$ cat src/rtl/iob_uart_native_pkg.sv
// Shared constants, register map and FSM encoding for the native-IOb UART.
package iob_uart_native_pkg;

  // Register word indices (byte address bits [3:2])
  localparam logic [1:0] REG_DATA   = 2'd0;
  localparam logic [1:0] REG_STATUS = 2'd1;
  localparam logic [1:0] REG_DIV    = 2'd2;
  localparam logic [1:0] REG_CTRL   = 2'd3;

  // CTRL bit positions
  localparam int unsigned CTRL_TX_EN      = 0;
  localparam int unsigned CTRL_RX_EN      = 1;
  localparam int unsigned CTRL_FLOW_EN    = 2;
  localparam int unsigned CTRL_RX_IRQ_EN  = 3;
  localparam int unsigned CTRL_TX_IRQ_EN  = 4;
  localparam int unsigned CTRL_ERR_IRQ_EN = 5;
  localparam int unsigned CTRL_TX_FLUSH   = 6;
  localparam int unsigned CTRL_RX_FLUSH   = 7;

  // STATUS sticky bit positions
  localparam int unsigned STAT_RX_OVR    = 4;
  localparam int unsigned STAT_FRAME_ERR = 5;
  localparam int unsigned STAT_TX_OVF    = 6;

  localparam logic [15:0] DIV_MIN = 16'd4;

  // StWait is only used by the receiver (line must return high before re-arming)
  typedef enum logic [2:0] {StIdle, StStart, StData, StStop, StWait} uart_st_e;

  // Divisors below DIV_MIN are treated as DIV_MIN
  function automatic logic [15:0] eff_div(logic [15:0] d);
    return (d < DIV_MIN) ? DIV_MIN : d;
  endfunction

endpackage

$ cat src/rtl/iob_uart_native_if.sv
// Native IOb bus bundle between the system master and the UART slave.
interface iob_uart_native_if;
  logic        valid;
  logic [3:0]  addr;
  logic [31:0] wdata;
  logic [3:0]  wstrb;
  logic        ready;
  logic        rvalid;
  logic [31:0] rdata;

  modport master (output valid, addr, wdata, wstrb, input ready, rvalid, rdata);
  modport slave  (input valid, addr, wdata, wstrb, output ready, rvalid, rdata);
endinterface

$ cat src/rtl/iob_uart_native_fifo.sv
// First-word-fall-through FIFO with flush; push while full is accepted only with a pop.
module iob_uart_native_fifo #(
  parameter int unsigned W       = 8,
  parameter int unsigned DEPTH_W = 4
) (
  input  logic               clk_i,
  input  logic               arst_n_i,
  input  logic               cke_i,
  input  logic               push_i,
  input  logic               pop_i,
  input  logic               flush_i,
  input  logic [W-1:0]       wdata_i,
  output logic [W-1:0]       rdata_o,
  output logic               full_o,
  output logic               empty_o,
  output logic [DEPTH_W:0]   level_o
);
  localparam int unsigned Depth = 1 << DEPTH_W;

  logic [W-1:0]       mem_q [Depth];
  logic [DEPTH_W-1:0] wptr_q, rptr_q;
  logic [DEPTH_W:0]   level_q, level_d;
  logic               do_push, do_pop;

  assign full_o  = level_q[DEPTH_W];
  assign empty_o = (level_q == '0);
  assign level_o = level_q;
  assign rdata_o = mem_q[rptr_q];
  assign do_pop  = pop_i && !empty_o;
  assign do_push = push_i && (!full_o || pop_i);

  // Occupancy next-state
  always_comb begin
    level_d = level_q;
    if (do_push && !do_pop)      level_d = level_q + (DEPTH_W+1)'(1);
    else if (!do_push && do_pop) level_d = level_q - (DEPTH_W+1)'(1);
  end

  // Pointers and level; flush wins over everything
  always_ff @(posedge clk_i or negedge arst_n_i) begin
    if (!arst_n_i) begin
      wptr_q  <= '0;
      rptr_q  <= '0;
      level_q <= '0;
    end else if (cke_i) begin
      if (flush_i) begin
        wptr_q  <= '0;
        rptr_q  <= '0;
        level_q <= '0;
      end else begin
        if (do_push) wptr_q <= wptr_q + DEPTH_W'(1);
        if (do_pop)  rptr_q <= rptr_q + DEPTH_W'(1);
        level_q <= level_d;
      end
    end
  end

  // Storage array, no reset needed
  always_ff @(posedge clk_i) begin
    if (cke_i && do_push && !flush_i) mem_q[wptr_q] <= wdata_i;
  end

endmodule

$ cat src/rtl/iob_uart_native.sv
// UART with native IOb slave port, TX/RX FIFOs, RTS/CTS, sticky errors and interrupt.
module iob_uart_native
  import iob_uart_native_pkg::*;
#(
  parameter int unsigned DATA_BITS  = 8,
  parameter int unsigned STOP_BITS  = 1,
  parameter int unsigned TX_DEPTH_W = 4,
  parameter int unsigned RX_DEPTH_W = 4,
  parameter int unsigned RTS_MARGIN = 2,
  parameter logic [15:0] DIV_RST    = 16'd868
) (
  input  logic             clk_i,
  input  logic             arst_n_i,
  input  logic             cke_i,
  iob_uart_native_if.slave iob,
  input  logic             rs232_rxd_i,
  output logic             rs232_txd_o,
  input  logic             rs232_cts_i,
  output logic             rs232_rts_o,
  output logic             interrupt_o
);
  localparam int unsigned RxDepth = 1 << RX_DEPTH_W;

  logic [5:0]  ctrl_q, ctrl_d;
  logic [15:0] div_q, div_d, div_eff;
  logic [2:0]  sticky_q, sticky_d;
  logic        rvalid_q, rts_q, rts_d, irq_q, irq_d, txd_q, txd_d;
  logic [31:0] rdata_q, rdata_d;
  logic        rxd_s1_q, rxd_s2_q, rxd_prev_q, cts_s1_q, cts_s2_q;

  logic                  tx_pop, tx_full, tx_empty, tx_busy, tx_ovf_set;
  logic [DATA_BITS-1:0]  tx_head;
  logic [TX_DEPTH_W:0]   tx_level;
  logic                  rx_push, rx_full, rx_empty, rx_ovr_set, ferr_set;
  logic [DATA_BITS-1:0]  rx_head;
  logic [RX_DEPTH_W:0]   rx_level;

  uart_st_e              tx_st_q, tx_st_d, rx_st_q, rx_st_d;
  logic [15:0]           tx_cnt_q, tx_cnt_d, tx_bdiv_q, tx_bdiv_d;
  logic [15:0]           rx_cnt_q, rx_cnt_d, rx_bdiv_q, rx_bdiv_d;
  logic [2:0]            tx_bit_q, tx_bit_d, rx_bit_q, rx_bit_d;
  logic                  tx_stop_q, tx_stop_d, tx_bnd, rx_bnd, rx_mid;
  logic [DATA_BITS-1:0]  tx_shift_q, tx_shift_d, rx_shift_q, rx_shift_d;

  // Bus decode
  logic       rd_en, wr_en, aligned, data_wr, div_wr, ctrl_wr, data_rd, status_rd;
  logic       tx_flush, rx_flush, unused_wdata;
  logic [1:0] reg_sel;

  assign reg_sel   = iob.addr[3:2];
  assign aligned   = (iob.addr[1:0] == 2'd0);
  assign rd_en     = iob.valid && (iob.wstrb == 4'd0);
  assign wr_en     = iob.valid && (iob.wstrb != 4'd0) && aligned;
  assign data_wr   = wr_en && (reg_sel == REG_DATA) && iob.wstrb[0];
  assign div_wr    = wr_en && (reg_sel == REG_DIV);
  assign ctrl_wr   = wr_en && (reg_sel == REG_CTRL) && iob.wstrb[0];
  assign data_rd   = rd_en && aligned && (reg_sel == REG_DATA);
  assign status_rd = rd_en && aligned && (reg_sel == REG_STATUS);
  assign tx_flush  = ctrl_wr && iob.wdata[CTRL_TX_FLUSH];
  assign rx_flush  = ctrl_wr && iob.wdata[CTRL_RX_FLUSH];
  assign unused_wdata = ^iob.wdata[31:16];

  assign iob.ready    = 1'b1;
  assign iob.rvalid   = rvalid_q;
  assign iob.rdata    = rdata_q;
  assign rs232_txd_o  = txd_q;
  assign rs232_rts_o  = rts_q;
  assign interrupt_o  = irq_q;

  assign div_eff    = eff_div(div_q);
  assign tx_busy    = (tx_st_q != StIdle);
  assign tx_ovf_set = data_wr && tx_full && !tx_pop;
  assign rx_ovr_set = rx_push && rx_full && !data_rd;
  assign tx_bnd     = (tx_cnt_q == tx_bdiv_q - 16'd1);
  assign rx_bnd     = (rx_cnt_q == rx_bdiv_q - 16'd1);
  assign rx_mid     = (rx_cnt_q == (rx_bdiv_q >> 1));

  iob_uart_native_fifo #(.W(DATA_BITS), .DEPTH_W(TX_DEPTH_W)) u_tx_fifo (
    .clk_i(clk_i), .arst_n_i(arst_n_i), .cke_i(cke_i),
    .push_i(data_wr), .pop_i(tx_pop), .flush_i(tx_flush),
    .wdata_i(iob.wdata[DATA_BITS-1:0]), .rdata_o(tx_head),
    .full_o(tx_full), .empty_o(tx_empty), .level_o(tx_level)
  );

  iob_uart_native_fifo #(.W(DATA_BITS), .DEPTH_W(RX_DEPTH_W)) u_rx_fifo (
    .clk_i(clk_i), .arst_n_i(arst_n_i), .cke_i(cke_i),
    .push_i(rx_push), .pop_i(data_rd), .flush_i(rx_flush),
    .wdata_i(rx_shift_q), .rdata_o(rx_head),
    .full_o(rx_full), .empty_o(rx_empty), .level_o(rx_level)
  );

  // Register writes, sticky flags, read mux, RTS and interrupt next-state
  always_comb begin
    ctrl_d = ctrl_q;
    if (ctrl_wr) ctrl_d = iob.wdata[5:0];
    div_d = div_q;
    if (div_wr && iob.wstrb[0]) div_d[7:0]  = iob.wdata[7:0];
    if (div_wr && iob.wstrb[1]) div_d[15:8] = iob.wdata[15:8];
    // A set in the same cycle as the clearing STATUS read wins
    sticky_d = (status_rd ? 3'b000 : sticky_q) | {tx_ovf_set, ferr_set, rx_ovr_set};
    rdata_d = '0;
    if (rd_en && aligned) begin
      unique case (reg_sel)
        REG_DATA:   if (!rx_empty) rdata_d[DATA_BITS-1:0] = rx_head;
        REG_STATUS: rdata_d = {8'd0, 8'(tx_level), 8'(rx_level), tx_busy, sticky_q,
                               tx_full, tx_empty, rx_full, rx_empty};
        REG_DIV:    rdata_d[15:0] = div_q;
        REG_CTRL:   rdata_d[5:0]  = ctrl_q;
        default:    rdata_d = '0;
      endcase
    end
    rts_d = !ctrl_q[CTRL_FLOW_EN] || (32'(rx_level) + RTS_MARGIN < RxDepth);
    irq_d = (ctrl_q[CTRL_RX_IRQ_EN] && !rx_empty) ||
            (ctrl_q[CTRL_TX_IRQ_EN] && tx_empty && !tx_busy) ||
            (ctrl_q[CTRL_ERR_IRQ_EN] && (sticky_q != 3'b000));
  end

  // Transmitter: bit period latched at each boundary so DIV changes apply per bit
  always_comb begin
    tx_st_d    = tx_st_q;
    tx_cnt_d   = tx_cnt_q;
    tx_bdiv_d  = tx_bdiv_q;
    tx_bit_d   = tx_bit_q;
    tx_stop_d  = tx_stop_q;
    tx_shift_d = tx_shift_q;
    tx_pop     = 1'b0;
    txd_d      = 1'b1;
    if (tx_st_q != StIdle) begin
      tx_cnt_d = tx_cnt_q + 16'd1;
      if (tx_bnd) begin
        tx_cnt_d  = '0;
        tx_bdiv_d = div_eff;
      end
    end
    unique case (tx_st_q)
      StIdle: begin
        if (ctrl_q[CTRL_TX_EN] && !tx_empty && (!ctrl_q[CTRL_FLOW_EN] || cts_s2_q)) begin
          tx_st_d    = StStart;
          tx_pop     = 1'b1;
          tx_shift_d = tx_head;
          tx_cnt_d   = '0;
          tx_bdiv_d  = div_eff;
        end
      end
      StStart: begin
        txd_d = 1'b0;
        if (tx_bnd) begin
          tx_st_d  = StData;
          tx_bit_d = '0;
        end
      end
      StData: begin
        txd_d = tx_shift_q[0];
        if (tx_bnd) begin
          tx_shift_d = tx_shift_q >> 1;
          if (tx_bit_q == 3'(DATA_BITS - 1)) begin
            tx_st_d   = StStop;
            tx_stop_d = 1'b0;
          end else begin
            tx_bit_d = tx_bit_q + 3'd1;
          end
        end
      end
      StStop: begin
        if (tx_bnd) begin
          if (tx_stop_q == 1'(STOP_BITS - 1)) tx_st_d = StIdle;
          else                                tx_stop_d = 1'b1;
        end
      end
      default: tx_st_d = StIdle;
    endcase
  end

  // Receiver: mid-bit sampling, first stop bit checked, then wait for idle line
  always_comb begin
    rx_st_d    = rx_st_q;
    rx_cnt_d   = rx_cnt_q;
    rx_bdiv_d  = rx_bdiv_q;
    rx_bit_d   = rx_bit_q;
    rx_shift_d = rx_shift_q;
    rx_push    = 1'b0;
    ferr_set   = 1'b0;
    unique case (rx_st_q)
      StIdle: begin
        if (ctrl_q[CTRL_RX_EN] && rxd_prev_q && !rxd_s2_q) begin
          rx_st_d   = StStart;
          rx_cnt_d  = '0;
          rx_bdiv_d = div_eff;
        end
      end
      StStart: begin
        rx_cnt_d = rx_cnt_q + 16'd1;
        if (rx_mid) begin
          rx_cnt_d = '0;
          if (rxd_s2_q) begin
            rx_st_d = StIdle;
          end else begin
            rx_st_d   = StData;
            rx_bit_d  = '0;
            rx_bdiv_d = div_eff;
          end
        end
      end
      StData: begin
        rx_cnt_d = rx_cnt_q + 16'd1;
        if (rx_bnd) begin
          rx_cnt_d   = '0;
          rx_bdiv_d  = div_eff;
          rx_shift_d = {rxd_s2_q, rx_shift_q[DATA_BITS-1:1]};
          if (rx_bit_q == 3'(DATA_BITS - 1)) rx_st_d = StStop;
          else                               rx_bit_d = rx_bit_q + 3'd1;
        end
      end
      StStop: begin
        rx_cnt_d = rx_cnt_q + 16'd1;
        if (rx_bnd) begin
          if (rxd_s2_q) rx_push  = 1'b1;
          else          ferr_set = 1'b1;
          rx_st_d = StWait;
        end
      end
      StWait:  if (rxd_s2_q) rx_st_d = StIdle;
      default: rx_st_d = StIdle;
    endcase
  end

  // All state registers; cke_i low freezes everything
  always_ff @(posedge clk_i or negedge arst_n_i) begin
    if (!arst_n_i) begin
      ctrl_q <= '0;  div_q <= DIV_RST;  sticky_q <= '0;
      rvalid_q <= 1'b0;  rdata_q <= '0;  rts_q <= 1'b1;  irq_q <= 1'b0;  txd_q <= 1'b1;
      rxd_s1_q <= 1'b1;  rxd_s2_q <= 1'b1;  rxd_prev_q <= 1'b1;
      cts_s1_q <= 1'b1;  cts_s2_q <= 1'b1;
      tx_st_q <= StIdle;  tx_cnt_q <= '0;  tx_bdiv_q <= DIV_MIN;  tx_bit_q <= '0;
      tx_stop_q <= 1'b0;  tx_shift_q <= '0;
      rx_st_q <= StIdle;  rx_cnt_q <= '0;  rx_bdiv_q <= DIV_MIN;  rx_bit_q <= '0;
      rx_shift_q <= '0;
    end else if (cke_i) begin
      ctrl_q <= ctrl_d;  div_q <= div_d;  sticky_q <= sticky_d;
      rvalid_q <= rd_en;  rdata_q <= rdata_d;  rts_q <= rts_d;  irq_q <= irq_d;  txd_q <= txd_d;
      rxd_s1_q <= rs232_rxd_i;  rxd_s2_q <= rxd_s1_q;  rxd_prev_q <= rxd_s2_q;
      cts_s1_q <= rs232_cts_i;  cts_s2_q <= cts_s1_q;
      tx_st_q <= tx_st_d;  tx_cnt_q <= tx_cnt_d;  tx_bdiv_q <= tx_bdiv_d;  tx_bit_q <= tx_bit_d;
      tx_stop_q <= tx_stop_d;  tx_shift_q <= tx_shift_d;
      rx_st_q <= rx_st_d;  rx_cnt_q <= rx_cnt_d;  rx_bdiv_q <= rx_bdiv_d;  rx_bit_q <= rx_bit_d;
      rx_shift_q <= rx_shift_d;
    end
  end

endmodule

$ cat src/flat_wrapper.sv
// flat-port wrapper written by rule: the top's interface ports become plain ports
module iob_uart_native_flat import iob_uart_native_pkg::*;
#(
  parameter int unsigned DATA_BITS  = 8,
  parameter int unsigned STOP_BITS  = 1,
  parameter int unsigned TX_DEPTH_W = 4,
  parameter int unsigned RX_DEPTH_W = 4,
  parameter int unsigned RTS_MARGIN = 2,
  parameter logic [15:0] DIV_RST    = 16'd868
)
  (clk_i, arst_n_i, cke_i, rs232_rxd_i, rs232_txd_o, rs232_cts_i, rs232_rts_o, interrupt_o, iob_valid, iob_addr, iob_wdata, iob_wstrb, iob_ready, iob_rvalid, iob_rdata);
  iob_uart_native_if iob_i ();
  input  logic clk_i;
  input  logic arst_n_i;
  input  logic cke_i;
  input  logic rs232_rxd_i;
  output logic rs232_txd_o;
  input  logic rs232_cts_i;
  output logic rs232_rts_o;
  output logic interrupt_o;
  input wire logic [$bits(iob_i.valid)-1:0] iob_valid;
  input wire logic [$bits(iob_i.addr)-1:0] iob_addr;
  input wire logic [$bits(iob_i.wdata)-1:0] iob_wdata;
  input wire logic [$bits(iob_i.wstrb)-1:0] iob_wstrb;
  output wire logic [$bits(iob_i.ready)-1:0] iob_ready;
  output wire logic [$bits(iob_i.rvalid)-1:0] iob_rvalid;
  output wire logic [$bits(iob_i.rdata)-1:0] iob_rdata;
  assign iob_i.valid = iob_valid;
  assign iob_i.addr = iob_addr;
  assign iob_i.wdata = iob_wdata;
  assign iob_i.wstrb = iob_wstrb;
  assign iob_ready = iob_i.ready;
  assign iob_rvalid = iob_i.rvalid;
  assign iob_rdata = iob_i.rdata;
  iob_uart_native #(.DATA_BITS(DATA_BITS), .STOP_BITS(STOP_BITS), .TX_DEPTH_W(TX_DEPTH_W), .RX_DEPTH_W(RX_DEPTH_W), .RTS_MARGIN(RTS_MARGIN), .DIV_RST(DIV_RST)) u_core (.clk_i(clk_i), .arst_n_i(arst_n_i), .cke_i(cke_i), .iob(iob_i), .rs232_rxd_i(rs232_rxd_i), .rs232_txd_o(rs232_txd_o), .rs232_cts_i(rs232_cts_i), .rs232_rts_o(rs232_rts_o), .interrupt_o(interrupt_o));
endmodule
$ cat config.mk
export PLATFORM = sky130hd
export DESIGN_NAME = iob_uart_native_flat
export DESIGN_NICKNAME = d
export VERILOG_FILES = /design/src/rtl/iob_uart_native_pkg.sv /design/src/rtl/iob_uart_native_if.sv /design/src/rtl/iob_uart_native_fifo.sv /design/src/rtl/iob_uart_native.sv /design/src/flat_wrapper.sv
export SDC_FILE = /design/constraint.sdc
export NUM_CORES = 1
export LEC_CHECK = 0
export CAP_MARGIN = 15
export CELL_PAD_IN_SITES_DETAIL_PLACEMENT = 0
export CELL_PAD_IN_SITES_GLOBAL_PLACEMENT = 1
export CORE_ASPECT_RATIO = 0.9
export CORE_UTILIZATION = 30
export CTS_CLUSTER_SIZE = 25
export DETAILED_ROUTE_END_ITERATION = 16
export GPL_ROUTABILITY_DRIVEN = 1
export PLACE_DENSITY_LB_ADDON = 0.05
export SYNTH_ARGS = -nofsm -noshare
export SYNTH_HDL_FRONTEND = slang
export SYNTH_SLANG_ARGS = --single-unit
$ cat constraint.sdc
create_clock -name clk_i -period 7.5 [get_ports clk_i]
set_input_delay 1.125 -clock clk_i [delete_from_list [all_inputs] [get_ports clk_i]]
set_output_delay 1.125 -clock clk_i [all_outputs]
set_load 0.02 [all_outputs]
; ---- Word-level counts from Yosys, hierarchy flattened
; Memories as Yosys holds them, arrays and structs flattened.
; Cells that the tools add are included.
[totals]
latch_bits = 0
out_inout_bits = 37
rom_bits = 0
reg_bits = 185
n_memories = 2
ramBits = 256
[op_classes]
multipliers = 0
n_div = 0
bitwise = 1
n_shift = 0
muxes = 84
n_lt_le_gt_ge = 2
eq_ne = 30
reduce_logical = 100
n_addsub = 15
[mem_list]
columns = memory, depth, word_bits, read_ports, rd_clocked_by_memory_dff, wr, line_no
row1 = u_core.u_rx_fifo.mem_q, 16, 8, 1, 0, 1, iob_uart_native_fifo.sv:20  ; logic [W-1:0] mem_q [Depth];
row2 = u_core.u_tx_fifo.mem_q, 16, 8, 1, 0, 1, iob_uart_native_fifo.sv:20
[ops]
columns = operator, n
row1 = 16-bit 2-to-1 mux, 16
row2 = 16-bit one-hot mux with 4 select lines, 1
row3 = 3-bit 2-to-1 mux, 20
row4 = 16-bit one-hot mux with 3 select lines, 1
row5 = 1-bit logical AND, 39
row6 = 5-bit 2-to-1 mux, 7
row7 = 16-bit by 1-bit adder with 16-bit output (second input constant), 2
row8 = 16-bit equality test, 2
row9 = 32-bit by 5-bit less-than comparator with 1-bit output (second input constant), 1
row10 = 32-bit 2-to-1 mux, 1
row11 = 4-bit 2-to-1 mux, 8
row12 = 8-bit one-hot mux with 2 select lines, 2
row13 = 16-bit by 1-bit subtractor with 16-bit output (second input constant), 2
row14 = 8-bit 2-to-1 mux, 3
row15 = 6-bit one-hot mux with 4 select lines, 1
row16 = 2-bit by 1-bit inequality test with 1-bit output (second input constant), 11
row17 = 2-bit AND reduction, 9
row18 = 4-bit by 1-bit adder with 4-bit output (second input constant), 4
row19 = 16-bit by 15-bit equality test with 1-bit output, 1
row20 = 16-bit by 3-bit less-than comparator with 1-bit output (second input constant), 1
row21 = 1-bit 2-to-1 mux, 16
row22 = 2-bit nonzero test, 8
row23 = 1-bit logical NOT, 15
row24 = 3-bit one-hot mux with 5 select lines, 1
row25 = other kinds (28), 60

; ---- Logic depth before layout (Yosys ltp)
[logic_depth]
depth_word = 13
depth_mapped = 19
mapped_depth_nobuf = 17

; ---- Cells and area by module
; Synthesis repeated with hierarchy kept, for this count alone.
[unflattened]
cells_unflattened = 1479
hier_area_um2 = 20255.7
[by_module_without_submodules]
columns = mod, seq_area_each_um2, instances, area_each_um2, cells_per_inst
row1 = iob_uart_native, 3671.0, 1, 8465.6, 834
row2 = iob_uart_native_fifo at u_core.u_rx_fifo, 4169.0, 1, 5968.2, 352
row3 = iob_uart_native_fifo at u_core.u_tx_fifo, 4169.0, 1, 5821.8, 293

; ---- Worst setup path after synthesis
; OpenSTA, ideal clock, no wires.
[synth_timing]
path_type = input-to-reg
startpoint = input iob_wstrb[1]
endpoint = register u_core.u_rx_fifo.level_q[4], in the netlist u_core.u_rx_fifo.level_o[4]
setup_slack_ns = 3.269
t_arrival_ns = 4.110
n_path_buf = 1
t_required_ns = 7.379
path_stages = 16
cell_sequence = nor4_1 -> nand2_1 -> nor3_1 -> a21boi_0 -> nor2_1 -> and3_1 -> buf_2 -> ha_1 -> inv_1 -> fa_1 -> a21o_1 -> a21oi_1 -> xnor2_1 -> nor2_1 -> o21ai_0 -> a22o_1
[synth_via]
elab_chain_cells = 10
word_cells_on_any_way = 21
cone_classes = mux (2) / reduce/logical (19)
[synth_lines]
columns = element, line_no
row1 = start: declaration, flat_wrapper.sv:24  ; input wire logic [$bits(iob_i.wstrb)-1:0] iob_wstrb;
row2 = 4-bit logical NOT, iob_uart_native.sv:52  ; assign rd_en = iob.valid && (iob.wstrb == 4'd0);
row3 = 1-bit logical AND, iob_uart_native.sv:52
row4 = 1-bit logical AND (2 in a row), iob_uart_native.sv:57  ; assign data_rd = rd_en && aligned && (reg_sel == REG_DATA);
row5 = 1-bit logical OR, iob_uart_native_fifo.sv:30  ; assign do_push = push_i && (!full_o || pop_i);
row6 = 1-bit logical AND, iob_uart_native_fifo.sv:30
row7 = 1-bit logical NOT, iob_uart_native_fifo.sv:36  ; else if (!do_push && do_pop) level_d = level_q - (DEPTH_W+1)'(1);
row8 = 1-bit logical AND, iob_uart_native_fifo.sv:36
row9 = 3-bit nonzero test (no line), n/a
row10 = 2-bit AND reduction (no line), n/a
row11 = end signal: assignment, iob_uart_native_fifo.sv:53  ; level_q <= level_d;
row12 = end: declaration, iob_uart_native_fifo.sv:22  ; logic [DEPTH_W:0] level_q, level_d;
; Parallel ways exist; a longest one is shown, timed or not.
; A chain may end at the register's enable or synchronous reset.

; ---- Worst setup path after layout
[layout_timing]
startpoint = register u_core.rx_bdiv_q[3]
endpoint = register u_core.u_rx_fifo.level_q[4], in the netlist u_core.u_rx_fifo.level_o[4]
[layout_via]
elab_chain_cells = 9
word_cells_on_any_way = 12
cone_classes = add/sub (1) / eq/ne (1) / mux (4) / reduce/logical (6)
[layout_lines]
columns = element, line_no
row1 = start: declaration, iob_uart_native.sv:40  ; logic [15:0] rx_cnt_q, rx_cnt_d, rx_bdiv_q, rx_bdiv_d;
row2 = start signal: assignment, iob_uart_native.sv:245  ; rx_st_q <= rx_st_d; rx_cnt_q <= rx_cnt_d; rx_bdiv_q <= rx_bdiv_d; rx_bit_q <= rx_bit_d;
row3 = 16-bit by 1-bit subtractor with 16-bit output *, iob_uart_native.sv:75  ; assign rx_bnd = (rx_cnt_q == rx_bdiv_q - 16'd1);
row4 = 16-bit equality test *, iob_uart_native.sv:75
row5 = 1-bit 2-to-1 mux *, iob_uart_native.sv:216  ; if (rx_bnd) begin
row6 = 1-bit 2-to-1 mux *, iob_uart_native.sv:183  ; unique case (rx_st_q)
row7 = 1-bit logical AND *, iob_uart_native_fifo.sv:30
row8 = 1-bit logical NOT, iob_uart_native_fifo.sv:36
row9 = 1-bit logical AND, iob_uart_native_fifo.sv:36
row10 = 3-bit nonzero test (no line), n/a
row11 = 2-bit AND reduction (no line), n/a
; Every way passes the cells marked *; elsewhere a longest branch is shown, timed or not.

==> run metrics <==
DP Worst Slack=about 2500 ps; R2R Path End=u_core.u_rx_fifo.level_o[4]$_DFFE_PN0P_; YS warnings=0; Die Wd=273 microns; worst setup path startpoint=u_core.rx_bdiv_q[3]$_DFFE_PN0P_; pwr/cell area=approximately 320 mW/mm^2; Arr. time, crit path=~5200 ps; crit share post-route=63.2%; Initial DRC Count=723; peak supply drop=approximately 160 uV; cts repair resizes=0; H-Tree Depth=2; Synth Area in XOR/XNOR=around 3%; post-synthesis cell area=roughly 0.020 sq mm; CORE AREA=between 0.06 and 0.07 sq mm; critical path type=flop to flop; min Tclk post-route=4740 ps; Yosys cell types=81; Adder-Cell Fraction of Synth Area=~2.5%; Via Count=roughly 12,000; Area growth, synth to finish=15.5%; status=finished, final reports clean; GRT Total Usage=between 15 and 20%; Vias per Instance=roughly 5; drc violations=0; Simple-Gate Fraction of Synth Area=10.2%; cell count of the worst hold path=1; largest net degree at the start of global routing=between 90 and 100; flops & latches, synth=around 430; register area share after synthesis=roughly 60%; Post-Route WL=roughly 53,000 microns; GR Overflow Total=0; first-pass GRT wire length=slightly below 80,000 microns; Least-Margin Pin Slew=1090 ps; Reg clk slew, reported paths=about 60 ps; Skew-Pair Late Insertion Delay=600 ps; FF-to-FF Start=u_core.rx_bdiv_q[3]$_DFFE_PN0P_; placed cells=around 2,300; CP Data Required Time=about 8000 ps; setup bufs post-CTS=0; Placer Congestion=between 0.7 and 0.8; Post-DP HPWL=roughly 35,000 microns; final instance area=0.0230 sq mm; relative slew slack=27.0%; first drt pass iteration count=6; leak pwr=8.66 nW; post-synthesis mux area share=between 10% and 20%; CP Max Fanout=13; Hold Startpoint=u_core.u_tx_fifo.rptr_q[0]$_DFFE_PN0P_; Clock Path Buffers=3; leading area contributor after synthesis=edfxtp_1; dominant synthesized flop cell=edfxtp_1; crit start category=flop; MaxCap Viol Count=0; Post-DRT Antenna Nets=0; Async SR Flop Fraction=around two fifths; clock skew=between 20 and 30 ps; worst r2r path cells=15; Post-DP Area=~0.021 sq mm; Post-layout nets=approximately 1,500; fmax=211 MHz; # IOs=83; Starting Density=a little under a third; DIE HEIGHT=246 microns; Synth Area per Inst=14.2 sq um; Worst R2R Setup Slack=between 2000 and 3000 ps; die area=between 0.06 and 0.07 sq mm; vias in the first global route=around 12,000; CTS tree=yes; Hold EP=u_core.u_tx_fifo.rptr_q[0]$_DFFE_PN0P_; main combinational cell family by area after synthesis=multiplexers; CP endpoint kind=flop; # diodes=0; initial antenna violation count=0; worst setup margin=2760 ps; # port buffers=54; root buffer cell=clkbuf_16; Hold WC Path Type=flop to flop; Setup TNS=0 ps; top cell type's share of synthesized area=around 39%; Syn Inst Count=roughly 1,400; TritonCTS buffer count=49; clock sink count=roughly 430; non-filler cells, final=2,360; synth top area cells=edfxtp_1 39%, dfrtp_1 20%, mux4_2 9.1%; fin. max-slew vios=0; final setup vio count=0; share of layout cells above drive strength 1=a little under a fifth; Synth Area in Compound Gates=under 10%; number of flops mapped to enable cells by yosys=256; # fillers=roughly 6,400; hold slack=a little under 500 ps; drt wl/cell=around 22 microns; RSZ-0062 raised after global routing=false; Site Rows=89; Final Hold Violating Endpoints=0; cts hold-fix bufs=0
-- worst max-delay path: stages (launching register included) --
cell     delay, ps
dfrtp_1        470
or4_1          730
nor4b_4        480
xor2_1         120
o31ai_1        380
o21a_2         300
and3_1         440
ha_1           260
inv_1          110
fa_1           410
a21o_1         200
a21oi_1        180
xnor2_1         80
nor2_1         110
o21ai_0         90
a22o_1         250
-- registers in the layout, indices dropped and copies added, names as in the netlist, 8 cells and up --
signal / flops
u_core.div_q: 16
u_core.rx_shift_q: 8
u_core.u_rx_fifo.mem_q: 128
u_core.u_tx_fifo.mem_q: 128
u_core.iob.rdata: 21
u_core.rx_cnt_q: 16
u_core.tx_bdiv_q: 16
u_core.tx_shift_q: 8
u_core.rx_bdiv_q: 16
u_core.tx_cnt_q: 16
-- cells in the mapped netlist (26+ instances only) --
cell / n
nor2_1: 92
clkbuf_1: 51
a21oi_1: 31
edfxtp_1: 256
xnor2_1: 26
ha_1: 36
and3_1: 31
mux2_2: 47
nor3_1: 33
inv_1: 37
nand3_1: 26
nand2_1: 72
dfrtp_1: 158
mux4_2: 80
xor2_1: 42
o21ai_0: 56
-- kinds of logic (layout without fill, tap and decap cells) --
kind of cell	Yosys count	count (layout)
other	2	12
adder cells (fa/ha/maj)	38	38
AND/OR/NAND/NOR	377	377
buffers and inverters	124	205
AO/OA/AOI/OAI	210	210
flip-flops	428	428
multiplexers	158	158
XOR/XNOR	68	68
-- power by group --
part	switching (mW)	internal, mW
logic	0.962	0.805
clock network	1.01	1.50
registers	0.330	2.70
total	2.30	5.00
-- per-stage QoR --
step | util [%] | power (mW)
finish | 35.0 | 7.30
global route | 35.0 | 7.69
CTS | 35.0 | 7.41
detailed placement | 32.5 | 4.86
global placement | 32.5 | 4.85
floorplan | - | 4.32
-- layout by cell type, fill, tap and decap left out, types with 15 or more instances in the layout --
cell type | Yosys | routed
a22o_1 | 17 | 17
nor3_1 | 33 | 32
mux2_4 | 23 | 23
mux2_2 | 47 | 47
buf_4 | 14 | 20
nor2_1 | 92 | 92
nand3_1 | 26 | 26
o21ai_0 | 56 | 56
clkbuf_16 | 0 | 49
o2bb2ai_1 | 19 | 19
inv_1 | 37 | 37
dfrtp_1 | 158 | 156
a21oi_1 | 31 | 31
nand4_1 | 21 | 21
clkdlybuf4s50_1 | 0 | 52
edfxtp_1 | 256 | 256
nand2_1 | 72 | 72
and3_1 | 31 | 31
xor2_1 | 42 | 42
ha_1 | 36 | 36
mux4_2 | 80 | 80
xnor2_1 | 26 | 26
nor4_1 | 17 | 17
a21o_1 | 15 | 15
-- routing by layer --
metal	wire length (microns)	share of wire, %	vias to the layer above	track usage (%)
li1	-	-	5461	-
met4	1010	1.9	0	3.88
met3	1610	3.1	61	2.12
met5	0	0	-	0
met1	27100	51	5991	24.3
met2	23000	44	155	23.2
-- layout make-up --
| cell class | instances | area, sq um | area share (%) |
|---|---|---|---|
| clock buffers | 63 | 1330 | 5.78 |
| clock inverters | 28 | 344 | 1.50 |
| inverters | 39 | 146 | 0.637 |
| multi-input cells | 863 | 7370 | 32.1 |
| flip-flops and latches | 428 | 12000 | 52.3 |
| well taps | 864 | 1080 | 4.70 |
| repair buffers | 75 | 701 | 3.05 |
-- worst max-delay path by stage --
stage | to | slack, ps | depth (start not counted)
after floorplan | u_core.u_rx_fifo.level_o[4]$_DFFE_PN0P_ | 3270 | 16
after global placement | u_core.u_rx_fifo.level_o[4]$_DFFE_PN0P_ | 2460 | 17
after detailed placement | u_core.u_rx_fifo.level_o[4]$_DFFE_PN0P_ | 2540 | 17
after CTS | u_core.u_rx_fifo.level_o[4]$_DFFE_PN0P_ | 2680 | 15
after global routing | u_core.u_rx_fifo.level_o[4]$_DFFE_PN0P_ | 2440 | 15
final | u_core.u_rx_fifo.level_o[4]$_DFFE_PN0P_ | 2760 | 15
Power figures use the tool's default switching activity.
